## config.mk

```make
export PLATFORM = sky130hd
export DESIGN_NAME = cdb_arbiter
export DESIGN_NICKNAME = d
export VERILOG_FILES = /design/src/rtl/cdb_arbiter.sv
export SDC_FILE = /design/constraint.sdc
export NUM_CORES = 1
export LEC_CHECK = 0
export ABC_AREA = 1
export CAP_MARGIN = 30
export CELL_PAD_IN_SITES_DETAIL_PLACEMENT = 0
export CELL_PAD_IN_SITES_GLOBAL_PLACEMENT = 1
export CORE_ASPECT_RATIO = 0.5
export CORE_MARGIN = 2
export CORE_UTILIZATION = 47
export CTS_CLUSTER_SIZE = 16
export DETAILED_ROUTE_END_ITERATION = 10
export GPL_TIMING_DRIVEN = 0
export PLACE_DENSITY_LB_ADDON = 0.1
export SETUP_SLACK_MARGIN = 0.3
export SLEW_MARGIN = 20
export SYNTH_ARGS = -nofsm -noshare
export SYNTH_HDL_FRONTEND = slang
export SYNTH_SLANG_ARGS = --single-unit
export TNS_END_PERCENT = 10
```

## constraint.sdc

```tcl
create_clock -name clk -period 3.7 [get_ports clk]
set_input_delay 0.37 -clock clk [delete_from_list [all_inputs] [get_ports clk]]
set_output_delay 0.37 -clock clk [all_outputs]
set_load 0.01 [all_outputs]
```

## src/rtl/cdb_arbiter.sv

```systemverilog
// cdb_arbiter: shares the single common data bus between the ALU/RS result path
// and the store/load buffer. Each source feeds a small FIFO; one head entry is
// granted per cycle and broadcast (ROB index + data) on registered cdb_* outputs.
// Optional feature macro: CDB_ROUND_ROBIN_EN
//   defined     -> round-robin between sources when both have entries (ALU first after reset)
//   not defined -> fixed priority, SLB wins whenever it has an entry
module cdb_arbiter #(
  parameter int DATA_W = 32,
  parameter int ROB_W  = 4,
  parameter int QDEPTH = 4
) (
  input  logic              clk,
  input  logic              rst,
  input  logic              rdy,
  input  logic              has_misbranch,
  input  logic              alu_valid,
  input  logic [ROB_W-1:0]  alu_robnum,
  input  logic [DATA_W-1:0] alu_data,
  output logic              alu_full,
  input  logic              slb_valid,
  input  logic [ROB_W-1:0]  slb_robnum,
  input  logic [DATA_W-1:0] slb_data,
  output logic              slb_full,
  output logic              cdb_valid,
  output logic [ROB_W-1:0]  cdb_robnum,
  output logic [DATA_W-1:0] cdb_data,
  output logic              cdb_src,
  output logic              overflow_err
);

  localparam int PW = $clog2(QDEPTH);
  localparam int CW = PW + 1;
  localparam logic [CW-1:0] FULL_CNT = CW'(QDEPTH);
  localparam logic          SRC_SLB  = 1'b1;

  logic [ROB_W-1:0]  alu_rob_q [QDEPTH];
  logic [DATA_W-1:0] alu_dat_q [QDEPTH];
  logic [ROB_W-1:0]  slb_rob_q [QDEPTH];
  logic [DATA_W-1:0] slb_dat_q [QDEPTH];

  logic [PW-1:0] alu_wr, alu_rd, slb_wr, slb_rd;
  logic [CW-1:0] alu_cnt, slb_cnt;
  logic          last_grant;

  logic live, alu_ne, slb_ne, sel_slb;
  logic alu_push, slb_push, alu_pop, slb_pop;

  assign alu_full = (alu_cnt == FULL_CNT);
  assign slb_full = (slb_cnt == FULL_CNT);

`ifndef CDB_ROUND_ROBIN_EN
  // last_grant is still tracked in fixed-priority builds but does not steer the grant.
  logic lg_unused;
  assign lg_unused = last_grant;
`endif

  // Grant selection and push/pop qualification, all from pre-edge state.
  always_comb begin
    live    = rdy & ~has_misbranch;
    alu_ne  = (alu_cnt != '0);
    slb_ne  = (slb_cnt != '0);
`ifdef CDB_ROUND_ROBIN_EN
    sel_slb = (alu_ne & slb_ne) ? (last_grant != SRC_SLB) : slb_ne;
`else
    sel_slb = slb_ne;
`endif
    // Push checks full before any same-edge pop, so a pop never makes room this edge.
    alu_push = live & alu_valid & ~alu_full;
    slb_push = live & slb_valid & ~slb_full;
    alu_pop  = live & alu_ne & ~sel_slb;
    slb_pop  = live & slb_ne & sel_slb;
  end

  // FIFO storage: entry data only, no reset needed.
  always_ff @(posedge clk) begin
    if (alu_push) begin
      alu_rob_q[alu_wr] <= alu_robnum;
      alu_dat_q[alu_wr] <= alu_data;
    end
    if (slb_push) begin
      slb_rob_q[slb_wr] <= slb_robnum;
      slb_dat_q[slb_wr] <= slb_data;
    end
  end

  // FIFO pointers/counts, broadcast register, grant history and overflow flag.
  always_ff @(posedge clk or posedge rst) begin
    if (rst) begin
      alu_wr       <= '0;
      alu_rd       <= '0;
      alu_cnt      <= '0;
      slb_wr       <= '0;
      slb_rd       <= '0;
      slb_cnt      <= '0;
      cdb_valid    <= 1'b0;
      cdb_robnum   <= '0;
      cdb_data     <= '0;
      cdb_src      <= 1'b0;
      last_grant   <= SRC_SLB;
      overflow_err <= 1'b0;
    end else if (rdy) begin
      if (has_misbranch) begin
        alu_wr    <= '0;
        alu_rd    <= '0;
        alu_cnt   <= '0;
        slb_wr    <= '0;
        slb_rd    <= '0;
        slb_cnt   <= '0;
        cdb_valid <= 1'b0;
      end else begin
        if (alu_push) alu_wr <= alu_wr + PW'(1);
        if (alu_pop)  alu_rd <= alu_rd + PW'(1);
        if (alu_push & ~alu_pop)      alu_cnt <= alu_cnt + CW'(1);
        else if (~alu_push & alu_pop) alu_cnt <= alu_cnt - CW'(1);

        if (slb_push) slb_wr <= slb_wr + PW'(1);
        if (slb_pop)  slb_rd <= slb_rd + PW'(1);
        if (slb_push & ~slb_pop)      slb_cnt <= slb_cnt + CW'(1);
        else if (~slb_push & slb_pop) slb_cnt <= slb_cnt - CW'(1);

        if ((alu_valid & alu_full) | (slb_valid & slb_full))
          overflow_err <= 1'b1;

        if (alu_ne | slb_ne) begin
          cdb_valid  <= 1'b1;
          cdb_src    <= sel_slb;
          cdb_robnum <= sel_slb ? slb_rob_q[slb_rd] : alu_rob_q[alu_rd];
          cdb_data   <= sel_slb ? slb_dat_q[slb_rd] : alu_dat_q[alu_rd];
          last_grant <= sel_slb;
        end else begin
          cdb_valid  <= 1'b0;
        end
      end
    end
  end

endmodule

```

# ---- Word level (Yosys, flattened, before mapping)
# Memories as Yosys holds them, arrays and structs flattened.
# Index checks and enable logic that the tools add are counted.
dict set report op_classes {
  add_sub_neg 8
  multipliers 0
  div 0
  n_lt_le_gt_ge 0
  n_eq_ne 2
  shift 0
  n_mux 22
  bitwise_logic 25
  reduce_logical 16
}
# operator n
set ops {}
lappend ops {{2-to-1 mux 32 bit} 1}
lappend ops {{2-to-1 mux 3 bit} 6}
lappend ops {{2-to-1 mux 2 bit} 8}
lappend ops {{bitwise AND 1 bit} 15}
lappend ops {{AND reduction 2 bit} 6}
lappend ops {{nonzero test 3 bit} 4}
lappend ops {{adder 2 x 1 -> 2 bit, second input constant} 4}
lappend ops {{NOT 1 bit} 8}
lappend ops {{nonzero test 2 bit} 4}
lappend ops {{adder 3 x 1 -> 3 bit, second input constant} 2}
lappend ops {{== test 3 bit, second input constant} 2}
lappend ops {{2-to-1 mux 1 bit} 6}
lappend ops {{AND reduction 3 bit} 2}
lappend ops {{subtractor 3 x 1 -> 3 bit, second input constant} 2}
lappend ops {{2-to-1 mux 4 bit} 1}
lappend ops {{OR 1 bit} 2}
dict set report totals {
  reg_bits 53
  latch_bits 0
  mem_bits_rw 288
  rom_bits 0
  input_bits 78
  output_inout_bits 41
  mem_count 4
}
# memory words width read_ports rd_ports_with_merged_regs write_ports line
set memory_table {}
lappend memory_table {alu_dat_q 4 32 1 0 1 37} ;# logic [DATA_W-1:0] alu_dat_q [QDEPTH];
lappend memory_table {slb_dat_q 4 32 1 0 1 39} ;# logic [DATA_W-1:0] slb_dat_q [QDEPTH];
lappend memory_table {alu_rob_q 4 4 1 0 1 36} ;# logic [ROB_W-1:0] alu_rob_q [QDEPTH];
lappend memory_table {slb_rob_q 4 4 1 0 1 38} ;# logic [ROB_W-1:0] slb_rob_q [QDEPTH];

# ---- Longest topological paths before layout
dict set report depth {
  ltp_word 9
  ltp_mapped 13
  mapped_depth_nobuf 13
}

# ---- Worst setup path after synthesis
# OpenSTA, ideal clock, no wires.
dict set report synth_timing {
  kind {in2reg}
  from {in has_misbranch}
  to {mem alu_dat_q[0][0] (enable)}
  setup_ns 0.429
  arrival_time_ns 2.462
  required_time_ns 3.271
  slack_ns 0.809
  stages 7
  path_buffers 0
  cell_sequence {inv_2 > nand2_2 > inv_2 > nand2_2 > nor2_4 > inv_1 > nor2_1}
}
dict set report synth_between {
  elab_chain_cells 6
}
# item line
set synth_rtl {}
lappend synth_rtl {{from (decl)} 15} ;# input logic has_misbranch,
lappend synth_rtl {{NOT 1 bit (no line)} n/a}
lappend synth_rtl {{bitwise AND 1 bit} 59} ;# live = rdy & ~has_misbranch;
lappend synth_rtl {{bitwise AND 1 bit (2 in a row)} 68} ;# alu_push = live & alu_valid & ~alu_full;
lappend synth_rtl {{2-to-1 mux 1 bit} 76} ;# if (alu_push) begin
lappend synth_rtl {{2-to-1 mux 1 bit (not written as such)} 78} ;# alu_dat_q[alu_wr] <= alu_data;
lappend synth_rtl {{to (decl)} 37}
# Every way passes these cells.

# ---- Final worst setup path
dict set report layout_timing {
  from {in has_misbranch}
  to {mem alu_dat_q[0][19] (enable)}
}
# Same word-level chain as after synthesis.

==> qor.yml <==
clock_tree:
  h-tree-depth: 1
  worstSkewPairLatency_ps: 570
  cts_tree: "yes"
  cts_resized: 0
  clock-sinks: 341
  ctsHoldBuffers: 0
  clkTransAtPathRegs_ps: 70
  postCtsSetupRepairBufs: 0
  numCtsBuffers: 30
  clk_path_buf_depth: 3
  root_buffer: "clkbuf_16"
drt:
  route.vias.total: 8810
  final_antenna_net_count: 0
  routed_wl_um: 34100
  dr.first_iter.drc_count: 817
  viasPerCell: 5.35
  drtPass1Iterations: 6
  remaining_drc_errors: 0
  wl_per_cell_um: 20.7
grt:
  antenna_found_initial: 0
  grt-ovfl-total: 0
  globalRouteTotalUtil_pct: 22.5
  grt_start_max_net_pins: 54
  grt_pass1_wl_um: 49800
  first_global_vias: 8157
worst_setup_path:
  endpoint_kind: "flop"
  critPathKind: "primary input to flop"
  required_ps: 3970
  critPathLaunchType: "primary input"
  critPathMaxFanout: 19
  critical_path_arrival_ps: 2690
layout:
  nFillCells: 2284
  regArea_um2: 9970
  layout-drive-gt1-share_pct: 9.49
  nNetsFinal: 1327
  area_delta_synth_final_pct: 21.9
  final-instance-count-excl-fill: 1646
  insertedDiodeCount: 0
  multi_input_area_um2: 3140
timing:
  clock_skew_ps: 17.1
  whs_ps: 263
  rsz0062_at_grt: "false"
  setup_viol: 0
  hold_violations: 0
  setup_slack_ps: 1280
  setup_tns_ps: 0
  fmax_mhz: 412
  min_period_ps: 2420
  min_period_over_period_pct: 65.5
  drv_slew: 0
  relSlewSlack_pct: 52.4
  worstMarginPinSlew_ps: 707
power:
  total_power_w: 0.0110
  power_density_nw_per_um2: 663
  vdd_ir_drop_max_uv: 404
  p_leak_nw: 5.89
logic_synthesis:
  synth_ff_type: "edfxtp_1"
  synth_area_leader_cell: "edfxtp_1"
  async_flop_share_pct: 15.5
  ys.warnings.count: 0
  synth_area_leaders: "edfxtp_1 (64%), dfrtp_1 (9.8%), nor2_1 (6.3%)"
  yosysSeqAreaShare_pct: 73.6
  ys_top_cells_by_count: "edfxtp_1 (288), nor2_1 (226), o21ai_0 (135)"
  netlist_area_um2: 13500
  synth_edf_count: 288
  synth_area_per_cell_um2: 12.6
  synth_top_area_share_pct: 63.8
  ys_ff_latch: 341
  synth_nets: 1165
  yosysMostFrequentCell: "edfxtp_1"
  synth_cells: 1078
  ys_types: 28
flow_run:
  maxCapViolations: 0
place:
  dp_hpwl_um: 23200
  io_buffers: 118
  gp_congestion: 0.795
  dp_slack_ps: 685
  numPlacedInstances: 1590
die:
  die-area_um2: 30300
  num_rows: 43
  io-pin-count: 119
  core_um2: 28000
  dieWidth_um: 244
  initial_utilization_pct: 48.3
  die_y_um: 124
run_status:
  status: "complete, no violations"
worst_hold_path:
  hp-class: "primary input to asynchronous set/reset pin"
[layer usage]
layer	GRT usage, %	wire length [um]
met1	35.5	16500
met2	33.7	15000
met3	3.17	2180
met4	3.32	364
met5	0	0
[flip-flops by register name (all words and copies together), names as in the netlist, 3 cells and up]
register    count
cdb_robnum      4
slb_dat_q     128
cdb_data       32
alu_rob_q      16
slb_cnt         3
alu_cnt         3
alu_dat_q     128
slb_rob_q      16
[final timing paths]
check / to / slack, ps / start / cells after the start
setup / recovery: alu_dat_q[0][19]$_DFFE_PP_ / 1280 / has_misbranch / 9
hold / removal: slb_cnt[0]$_DFFE_PP0P_ / 260 / rst / 2
setup reg to reg: slb_dat_q[0][28]$_DFFE_PP_ / 1490 / slb_cnt[0]$_DFFE_PP0P_ / 8
hold reg to reg: overflow_err$_DFFE_PP0P_ / 480 / overflow_err$_DFFE_PP0P_ / 2
max in group asynchronous: cdb_robnum[1]$_DFFE_PP0P_ / 2940 / rst / 2
min in group clk: slb_dat_q[0][19]$_DFFE_PP_ / 430 / slb_data[19] / 1
[power breakdown]
part	switching [W]	internal, W	total, W	leakage (nW)
logic	0.00199	0.00118	0.00317	2.17
clock network	0.00137	0.00166	0.00303	0.471
registers	0.000210	0.00453	0.00474	3.25
total	0.00357	0.00738	0.0110	5.89
[placed cells by master, fill, tap and decap left out, types with 10 or more instances in the layout]
master | netlist | layout
nand2_1 | 117 | 117
nand3_1 | 46 | 46
o211ai_1 | 72 | 72
clkbuf_16 | 0 | 31
buf_2 | 19 | 19
inv_1 | 26 | 25
clkbuf_1 | 26 | 34
o21ai_0 | 135 | 135
nor2_1 | 226 | 218
edfxtp_1 | 288 | 288
o21ai_1 | 17 | 17
clkdlybuf4s50_1 | 0 | 118
dfrtp_1 | 53 | 53
nor2_4 | 3 | 11
clkinv_2 | 0 | 10
[logic make-up after synthesis]
group           Yosys count  synth area share [%]
flops                   341                  73.6
simple gates            399                  11.9
fa+ha+maj                 9                 0.887
buf+inv                  98                  3.63
xor+xnor                  2                 0.129
compound gates          229                  9.85
[worst max-delay path, cell delays in order]
cell             delay, ps
clkdlybuf4s50_1        460
inv_2                  210
nand2_2                140
inv_2                  160
nand2_2                 80
nor2_4                 200
inv_1                  220
nor2_4                 580
buf_16                 250
[metrics by stage]
step                      util (%)  instance area (um^2)
final                         58.9                 16500
after global routing          58.9                 16500
after CTS                     58.9                 16500
after detailed placement      55.6                 15600
after global placement        54.2                 15200
after floorplan                  -                 13500
[cell type report]
| class | instances | area share (%) |
|---|---|---|
| Tap cell | 382 | 2.90 |
| Buffer | 60 | 2.05 |
| Clock buffer | 42 | 5.13 |
| Timing Repair Buffer | 130 | 8.99 |
| Inverter | 38 | 0.940 |
| Multi-Input combinational cell | 639 | 19.0 |
| Sequential cell | 341 | 60.4 |
| Clock inverter | 14 | 0.553 |
Note: power is estimated with default switching activity, not from simulation.
